$ cat src/rtl/pattern_detect_ctrl.sv
// Programmable serial bit-pattern detector controller.
// Ports: clk, reset (async, active-low); cfg_we/cfg_pattern/cfg_len/
//   cfg_overlap/cfg_target (configuration); start/abort (arm handshake);
//   din/din_valid (serial stream); match/match_count/busy/done/cfg_err
//   (all registered status outputs).
module pattern_detect_ctrl #(
   parameter int PAT_W = 4,
   parameter int LEN_W = 3,
   parameter int CNT_W = 8
) (
   input  logic             clk,
   input  logic             reset,
   input  logic             cfg_we,
   input  logic [PAT_W-1:0] cfg_pattern,
   input  logic [LEN_W-1:0] cfg_len,
   input  logic             cfg_overlap,
   input  logic [CNT_W-1:0] cfg_target,
   input  logic             start,
   input  logic             abort,
   input  logic             din,
   input  logic             din_valid,
   output logic             match,
   output logic [CNT_W-1:0] match_count,
   output logic             busy,
   output logic             done,
   output logic             cfg_err
);

   typedef enum logic [1:0] {
      S_IDLE = 2'd0,
      S_RUN  = 2'd1,
      S_DONE = 2'd2
   } state_t;

   localparam logic [LEN_W-1:0] C_PAT_W   = LEN_W'(PAT_W);
   localparam logic [PAT_W-1:0] C_RST_PAT = PAT_W'(4'b1011);
   localparam logic [LEN_W-1:0] C_RST_LEN = LEN_W'(4);

   state_t r_state;
   state_t w_state_nx;

   logic [PAT_W-1:0] r_pattern;
   logic [LEN_W-1:0] r_len;
   logic             r_overlap;
   logic [CNT_W-1:0] r_target;

   logic [PAT_W-1:0] r_hist;
   logic [LEN_W-1:0] r_fill;
   logic [CNT_W-1:0] r_count;

   logic r_match;
   logic r_busy;
   logic r_done;
   logic r_cfg_err;

   logic [PAT_W-1:0] w_hist_nx;
   logic [LEN_W-1:0] w_fill_nx;
   logic [CNT_W-1:0] w_count_nx;
   logic             w_match_nx;
   logic             w_busy_nx;
   logic             w_done_nx;
   logic             w_cfg_err_nx;

   logic             w_len_ok;
   logic             w_cfg_load;
   logic             w_arm;
   logic             w_sample;
   logic [PAT_W-1:0] w_hist_shift;
   logic [LEN_W-1:0] w_fill_inc;
   logic [PAT_W-1:0] w_mask;
   logic             w_hit;
   logic             w_run_match;
   logic [CNT_W-1:0] w_cnt_inc;
   logic             w_tgt_hit;

   // ---------------- shared decode ----------------
   assign w_len_ok   = (cfg_len != '0) && (cfg_len <= C_PAT_W);
   assign w_cfg_load = cfg_we && w_len_ok && (r_state != S_RUN);
   assign w_arm      = (r_state != S_RUN) && start && !abort;
   assign w_sample   = (r_state == S_RUN) && !abort && din_valid;

   assign w_hist_shift = {r_hist[PAT_W-2:0], din};
   assign w_fill_inc   = (r_fill >= C_PAT_W) ? r_fill
                                             : r_fill + LEN_W'(1);

   // Low r_len bits of the history take part in the compare.
   always_comb begin
      w_mask = '0;
      for (int i = 0; i < PAT_W; i++) begin
         w_mask[i] = (i < int'(r_len));
      end
   end

   assign w_hit = (w_fill_inc >= r_len) &&
                  ((w_hist_shift & w_mask) == (r_pattern & w_mask));

   assign w_run_match = w_sample && w_hit;

   // Saturating increment; target compare uses the incremented value.
   assign w_cnt_inc = (&r_count) ? r_count : r_count + CNT_W'(1);
   assign w_tgt_hit = (r_target != '0) && (w_cnt_inc == r_target);

   // ---------------- FSM: state register ----------------
   always_ff @(posedge clk or negedge reset) begin
      if (!reset) begin
         r_state <= S_IDLE;
      end else begin
         r_state <= w_state_nx;
      end
   end

   // ---------------- FSM: next state ----------------
   always_comb begin
      w_state_nx = r_state;
      unique case (r_state)
         S_IDLE, S_DONE: begin
            if (abort)      w_state_nx = S_IDLE;
            else if (start) w_state_nx = S_RUN;
         end
         S_RUN: begin
            if (abort)
               w_state_nx = S_IDLE;
            else if (w_run_match && w_tgt_hit)
               w_state_nx = S_DONE;
         end
         default: w_state_nx = S_IDLE;
      endcase
   end

   // ---------------- FSM: outputs ----------------
   always_comb begin
      w_match_nx   = w_run_match;
      w_busy_nx    = (w_state_nx == S_RUN);
      w_done_nx    = (w_state_nx == S_DONE);
      // Writes are refused while running or when the length is illegal.
      w_cfg_err_nx = cfg_we && ((r_state == S_RUN) || !w_len_ok);
   end

   // ---------------- datapath next values ----------------
   always_comb begin
      w_hist_nx  = r_hist;
      w_fill_nx  = r_fill;
      w_count_nx = r_count;
      if (w_arm) begin
         w_hist_nx  = '0;
         w_fill_nx  = '0;
         w_count_nx = '0;
      end else if (w_sample) begin
         w_hist_nx = w_hist_shift;
         w_fill_nx = w_fill_inc;
         if (w_hit) begin
            w_count_nx = w_cnt_inc;
            if (!r_overlap) begin
               w_hist_nx = '0;
               w_fill_nx = '0;
            end
         end
      end
   end

   // ---------------- configuration registers ----------------
   always_ff @(posedge clk or negedge reset) begin
      if (!reset) begin
         r_pattern <= C_RST_PAT;
         r_len     <= C_RST_LEN;
         r_overlap <= 1'b1;
         r_target  <= CNT_W'(1);
      end else if (w_cfg_load) begin
         r_pattern <= cfg_pattern;
         r_len     <= cfg_len;
         r_overlap <= cfg_overlap;
         r_target  <= cfg_target;
      end
   end

   // ---------------- history / counters ----------------
   always_ff @(posedge clk or negedge reset) begin
      if (!reset) begin
         r_hist  <= '0;
         r_fill  <= '0;
         r_count <= '0;
      end else begin
         r_hist  <= w_hist_nx;
         r_fill  <= w_fill_nx;
         r_count <= w_count_nx;
      end
   end

   // ---------------- registered outputs ----------------
   always_ff @(posedge clk or negedge reset) begin
      if (!reset) begin
         r_match   <= 1'b0;
         r_busy    <= 1'b0;
         r_done    <= 1'b0;
         r_cfg_err <= 1'b0;
      end else begin
         r_match   <= w_match_nx;
         r_busy    <= w_busy_nx;
         r_done    <= w_done_nx;
         r_cfg_err <= w_cfg_err_nx;
      end
   end

   assign match       = r_match;
   assign match_count = r_count;
   assign busy        = r_busy;
   assign done        = r_done;
   assign cfg_err     = r_cfg_err;

endmodule

$ cat config.mk
export PLATFORM = sky130hd
export DESIGN_NAME = pattern_detect_ctrl
export DESIGN_NICKNAME = d
export VERILOG_FILES = /design/src/rtl/pattern_detect_ctrl.sv
export SDC_FILE = /design/constraint.sdc
export NUM_CORES = 1
export LEC_CHECK = 0
export ABC_AREA = 0
export BUFFER_PORTS_ARGS = -buffer_cell sky130_fd_sc_hd__buf_4
export CAP_MARGIN = 15
export CORE_MARGIN = 4
export CORE_UTILIZATION = 50
export DETAILED_ROUTE_END_ITERATION = 10
export PLACE_DENSITY_LB_ADDON = 0.3
export SYNTH_ARGS = -nofsm -noshare
export SYNTH_HDL_FRONTEND = slang
export SYNTH_SLANG_ARGS = --single-unit
export TNS_END_PERCENT = 5
$ cat constraint.sdc
create_clock -name clk -period 2.43 [get_ports clk]
set_input_delay 0.486 -clock clk [delete_from_list [all_inputs] [get_ports clk]]
set_output_delay 0.486 -clock clk [all_outputs]
set_load 0.02 [all_outputs]
==> out/results.txt, run 1 <==
Status: finished clean
Die ar.: 5060 sq um
Crit Path Class: reg2reg
TritonCTS Buffers: 5
Vias: 1591
CP cell instances: inv_2, ha_1, mux2_2, ha_1, nand2_1, o21ai_1, nand4_1, buf_6, a2111oi_4, nand4_2, a22o_1
Seq/Total Area, Yosys: 45.6%
Main synth FF type: dfrtp_1
Worst skew pair latency: 0.29 ns
Hpwl dp: 3070 um
Initial core utilization: 53.2%
Die X: 71.1 um
CP endpoint kind: flop
Design area: 2500 sq um
Slew HR: 60.0%
Fraction of registers with async set/reset: 100%
Clock skew: 0.00413 ns
Post-synth top cells: dfrtp_1, nand2_1, mux2_2
Routed vias/inst: 5.66
Initial DRT Pass Iterations: 4
CP Data Arrival Time: 2.57 ns
Area delta synth->final: 25.3%
Max Fclk: 417 MHz
Flops & latches, synth: 36
Final GP Congestion: 0.782
Worst Path Required: 2.61 ns
Startpoint types: flop
Most frequent CP cell: ha_1
MaxCap Viol Count: 0
Nets@finish: 261
Largest net degree at the start of global routing: 37
Mapped Nets: 215
Setup violators final: 0
Total gr overflow: 0
Clock root cell: clkbuf_8
Wire per inst: 15.0 um
Most common cell in the netlist: dfrtp_1
Final TNS setup: 0 ns
Crit path from: r_fill[0]
Synth area leaders: dfrtp_1, mux2_2, dfstp_2, ha_1, xnor2_1
Period Utilization, post-route: 98.6%
Routed Antenna Nets: 0
Area of the core: 3740 sq um
Total Wirelength: 4220 um
Hold Crit Class: in2async
Cts hold-fix bufs: 0
Reg2reg setup slack: 0.03 ns
TritonCTS clock tree: yes
Ys Warns: 0
Leak: 1.12 nW
Ant diodes: 0
Post-Syn Instances: 186
Placed cell count: 271
RSZ-0062 raised after global routing: true
Share of cells above drive strength 1: 38.6%
R2R cell count: 11
Drt drc: 0
VDD IR-drop max: 0.000483 V
Crit-path max FO: 4
Yosys cell types: 51
Port Buffers: 34
Drt initial violations: 67
Largest area contributor in the netlist: dfrtp_1
Crit path max-delay family: adder cells
Synth top area share: 37.7%
Final Max Tran Viols: 0
CP max-delay cell: dfrtp_1
IO Pins: 35
First-pass GRT wire length: 7330 um
Reg clk slew, reported paths: 0.07 ns
Worst Tran Pin Value: 0.593 ns
TritonCTS sink count: 36
Crit path largest cell delay: 0.39 ns
Pwr Density: 683 nW/um^2
Critical path depth: 11
Worst r2r src: r_fill[0]
Final Hold Viols: 0
GRT Resource Usage Total: 18.6%
Min Clock Period, post-route: 2.40 ns
Minimum hold slack: 0.145 ns
Antenna violations before repair: 0
CTS max path bufs: 2
Final Total Pwr: 1.71 mW
Die Ht: 71.1 um
Site Rows: 22
H-tree Lvls: 2
Dpl cell area: 2330 sq um
Avg Cell Area, Syn: 10.7 sq um
Vias in the first global route: 1593
Fin cells: 281
Post-synthesis cell area: 1990 sq um
WP buf/inv: 2
Post-synth EDFFs: 0
## area by class of cell
cell class | instances | area [sq um]
well taps | 48 | 60.1
clock buffers | 8 | 100
fillers | 305 | 1250
repair buffers | 46 | 357
flip-flops and latches | 36 | 908
multi-input cells | 138 | 1050
inverters | 5 | 18.8
## path summary, 6_finish.rpt
path                          endpoint
min reg2reg                  r_hist[2]
max                         r_state[0]
min in group clk           r_target[7]
max in group asynchronous     r_len[2]
min                        r_target[5]
max reg2reg                 r_state[0]
## metrics by stage
| step | setup slack (ns) | util [%] |
|---|---|---|
| global route | -0.0978 | 66.7 |
| floorplan | 0.0416 | - |
| global placement | -0.0319 | 62.4 |
| detailed placement | -0.112 | 62.4 |
| finish | 0.0342 | 66.7 |
| CTS | 0.0290 | 66.4 |
## where the power goes
part           internal [mW]  switching (mW)  total [mW]
clock network          0.259           0.205       0.464
logic                  0.237           0.206       0.443
registers              0.713          0.0868       0.800
## per-layer routing
metal  vias to the layer above  global-route usage (%)  part of all wire [%]  routed length [um]
met5                         -                       0                     0                   0
met3                         6                    5.54                   5.3                 224
met1                       776                    23.4                    46                1930
li1                        775                       -                     -                   -
met2                        34                    30.2                    47                2010
met4                         0                    6.89                   1.5                  65
## cells by family (layout without fill, tap and decap cells)
logic type | count (synthesis) | after routing | share of synthesized area, %
AO/OA/AOI/OAI | 37 | 37 | 13.1
XOR/XNOR | 13 | 13 | 5.71
adder cells (fa/ha/maj) | 6 | 6 | 3.77
buffers and inverters | 12 | 59 | 3.39
flip-flops | 36 | 36 | 45.6
multiplexers | 21 | 21 | 11.6
AND/OR/NAND/NOR | 61 | 61 | 16.8
## flip-flops by register name (all words and copies together), names as in the netlist
name,cells
r_target,8
r_overlap,1
done,1
r_fill,3
cfg_err,1
r_state,2
r_pattern,4
r_hist,3
r_len,3
busy,1
match_count,8
match,1
## layout by cell type, fill, tap and decap left out, types with 2 or more instances in the layout
cell       n
nand3b_1   2
a211oi_1   2
a22o_1     6
dfstp_2    6
nor2_1     7
clkbuf_8   7
dfrtp_1   30
inv_1      4
nor4_1     2
nor2b_1    4
ha_1       6
nand4_1    4
a21oi_1    6
nand2_1   18
mux2_2    17
buf_4     43
xnor2_1    8
xor2_1     5
nand3_1    4
o21ai_1    4
buf_6      3
mux2i_1    4
nor3_1     3
o21ai_0    5
nor2_2     2
## repair_timing
| item | 4_1_cts | 5_1_grt |
|---|---|---|
| cloned | 0 | 0 |
| gates resized for setup | 6 | 5 |
| buffers inserted | 2 | 0 |
| endpoints found under the setup margin | 12 | 13 |
| pin swaps | 1 | 3 |
Power figures use the tool's default switching activity.
==> run 2, diff against run 1 <==
--- a/config.mk
+++ b/config.mk
@@ -5,13 +5,13 @@
 export SDC_FILE = /design/constraint.sdc
 export NUM_CORES = 1
 export LEC_CHECK = 0
-export ABC_AREA = 0
+export ABC_AREA = 1
 export BUFFER_PORTS_ARGS = -buffer_cell sky130_fd_sc_hd__buf_4
 export CAP_MARGIN = 15
 export CORE_MARGIN = 4
 export CORE_UTILIZATION = 50
 export DETAILED_ROUTE_END_ITERATION = 10
-export PLACE_DENSITY_LB_ADDON = 0.3
+export PLACE_DENSITY = 0.79
 export SYNTH_ARGS = -nofsm -noshare
 export SYNTH_HDL_FRONTEND = slang
 export SYNTH_SLANG_ARGS = --single-unit
==> run 2 against run 1 <==
  * Synthesized area grew 1.9%
  * Critical path depth rose by 3
  * Routed wire length decreased by 2.7%
  * Critical path type unchanged
  * Largest cell class unchanged
==> out/results.txt, run 2 <==
IO Pins: 35
Die X: 71.8 um
Nets@finish: 316
First-pass GRT wire length: 7000 um
Design area: 2430 sq um
Pwr Density: 665 nW/um^2
H-tree Lvls: 2
Reg2reg end: r_state[0]
Reg2reg setup slack: 0.23 ns
Final Max Tran Viols: 0
Antenna violations before repair: 0
Wire per inst: 12.2 um
Worst Path Required: 2.61 ns
Commonest non-fill, non-tap cell in the layout: nand2_1
Mapped Nets: 277
Crit path largest cell delay: 0.38 ns
Largest net degree at the start of global routing: 37
Most common cell in the netlist: nand2_1
Crit-path max FO: 6
Final TNS setup: 0 ns
Total gr overflow: 0
Hold Crit Class: in2async
Reg clk slew, reported paths: 0.07 ns
Seq/Total Area, Yosys: 44.7%
Die ar.: 5150 sq um
RSZ-0062 raised after global routing: true
Avg Cell Area, Syn: 8.19 sq um
Ant diodes: 0
Site Rows: 22
Post-Syn Instances: 248
Drt initial violations: 124
TritonCTS Buffers: 5
Post-synthesis cell area: 2030 sq um
Met3 Use GR: 3.65%
Area of the core: 3800 sq um
Max Fclk: 454 MHz
Port Buffers: 34
Routed Antenna Nets: 0
Min Clock Period, post-route: 2.20 ns
Fraction of registers with async set/reset: 100%
Startpoint types: flop
Worst Tran Pin Value: 0.435 ns
Status: finished clean
Area delta synth->final: 19.4%
Ys Warns: 0
CP cell instances: inv_1, ha_1, nor2_1, a21oi_1, ha_1, nand2_1, o211ai_1, nand2_1, nor2_4, nand3_1, nor2_1, nand2_2, nand2_2, nand2_1
Vias in the first global route: 1570
Fill count: 325
Final Hold Viols: 0
Clock root cell: clkbuf_8
Total Wirelength: 4110 um
Vias: 1742
Crit Path Class: reg2reg
Main synth FF type: dfrtp_1
Yosys cell types: 34
Synth area leaders: dfrtp_1, nand2_1, dfstp_2, inv_1, nor2_1
Hpwl dp: 3220 um
Most frequent CP cell: nand2_1
MaxCap Viol Count: 0
Largest area contributor in the netlist: dfrtp_1
Routed vias/inst: 5.18
Minimum hold slack: 0.143 ns
VDD IR-drop max: 0.000375 V
CP Data Arrival Time: 2.38 ns
Global routing met1 resource utilization: 26.0%
CTS max path bufs: 2
Global route hottest layer: met1
Commonest cells after routing, fill and taps aside: nand2_1, buf_4, inv_1
R2R cell count: 14
Clock skew: 0.00683 ns
Dpl cell area: 2340 sq um
Worst skew pair latency: 0.28 ns
Share of cells above drive strength 1: 25.0%
Post-synth EDFFs: 0
Die Ht: 71.8 um
CP endpoint kind: flop
Initial core utilization: 53.5%
Drt drc: 0
GRT Resource Usage Total: 17.1%
Initial DRT Pass Iterations: 4
Period Utilization, post-route: 90.6%
CP max-delay cell: dfrtp_1
Met2 Use GR: 23.9%
Post-synth top cells: nand2_1, inv_1, dfrtp_1
Worst r2r src: r_fill[0]
Flops & latches, synth: 36
TritonCTS clock tree: yes
TritonCTS sink count: 36
Setup violators final: 0
Final GP Congestion: 0.842
Core Util, Final: 63.9%
Slew HR: 71.0%
Synth top area share: 36.9%
Leak: 1.33 nW
==> run 2: changes by cell type after synthesis, moves of 4 or more <==
cell / delta
xnor2_1: -7
nor2_1: +19
nand2_1: +39
nand3_1: +15
nor2b_1: -4
o32ai_1: +4
nand2_2: +7
a22o_1: -6
inv_1: +27
mux2_2: -12
o22ai_1: +5
inv_2: +4
mux2i_1: -4
==> run 2: area by class of cell <==
type,count,area [sq um],share of cell area [%]
multi-input combinational,173,978,40.3
sequential,36,908,37.4
timing repair buffer,35,263,10.8
inverter,36,135,5.57
clock buffer,7,76.3,3.15
tap,48,60.1,2.48
clock inverter,1,5.00,0.206
==> run 2: kinds of logic after synthesis <==
family                   Yosys count  share of synthesized area, %
flip-flops                        36                          44.7
XOR/XNOR                           5                          2.83
adder cells (fa/ha/maj)            6                          3.69
AND/OR/NAND/NOR                  124                          28.9
multiplexers                       5                          2.77
AO/OA/AOI/OAI                     33                          9.85
buffers and inverters             39                          7.27
==> run 2: what timing repair did <==
item                                    CTS  global route
gates resized for setup                   0             1
hold buffers                              0             0
buffers inserted                          0             0
endpoints found under the setup margin    0             7
==> run 2: how the worst max path moves through the flow <==
stage                          from              to  slack [ns]  cells past startpoint
after floorplan           r_fill[0]            busy        0.39                     14
after global placement    r_fill[0]            busy        0.30                     14
after detailed placement  r_fill[0]  match_count[4]        0.19                     12
after CTS                 r_fill[0]  match_count[4]        0.18                     12
after global routing      r_fill[0]      r_state[0]      -0.009                     14
final                     r_fill[0]      r_state[0]        0.23                     14
==> run 2: power breakdown <==
group          switching, mW  internal [mW]  total (mW)
Sequential            0.0687          0.702       0.770
Clock                  0.197          0.201       0.398
Combinational          0.247          0.199       0.446
==> run 2: metrics by stage <==
stage,total power [mW],setup WS (ns),cells
floorplan,1.09,0.391,248
global placement,1.21,0.301,328
detailed placement,1.23,0.192,328
CTS,1.63,0.181,336
global route,1.74,-0.00941,336
finish,1.61,0.229,336
==> run 2: critical path: cells and delay by family (launching register included) <==
family,cells,cell delay [ns]
simple gates,9,0.84
fa+ha+maj,2,0.58
flops,1,0.38
compound gates,2,0.22
buf+inv,1,0.07
==> run 2: layer usage <==
layer,routed length (um),vias to the layer above,part of all wire (%)
li1,-,881,-
met1,2020,796,49
met2,1780,61,43
met3,280,4,6.8
met4,28,0,0.68
met5,0,-,0
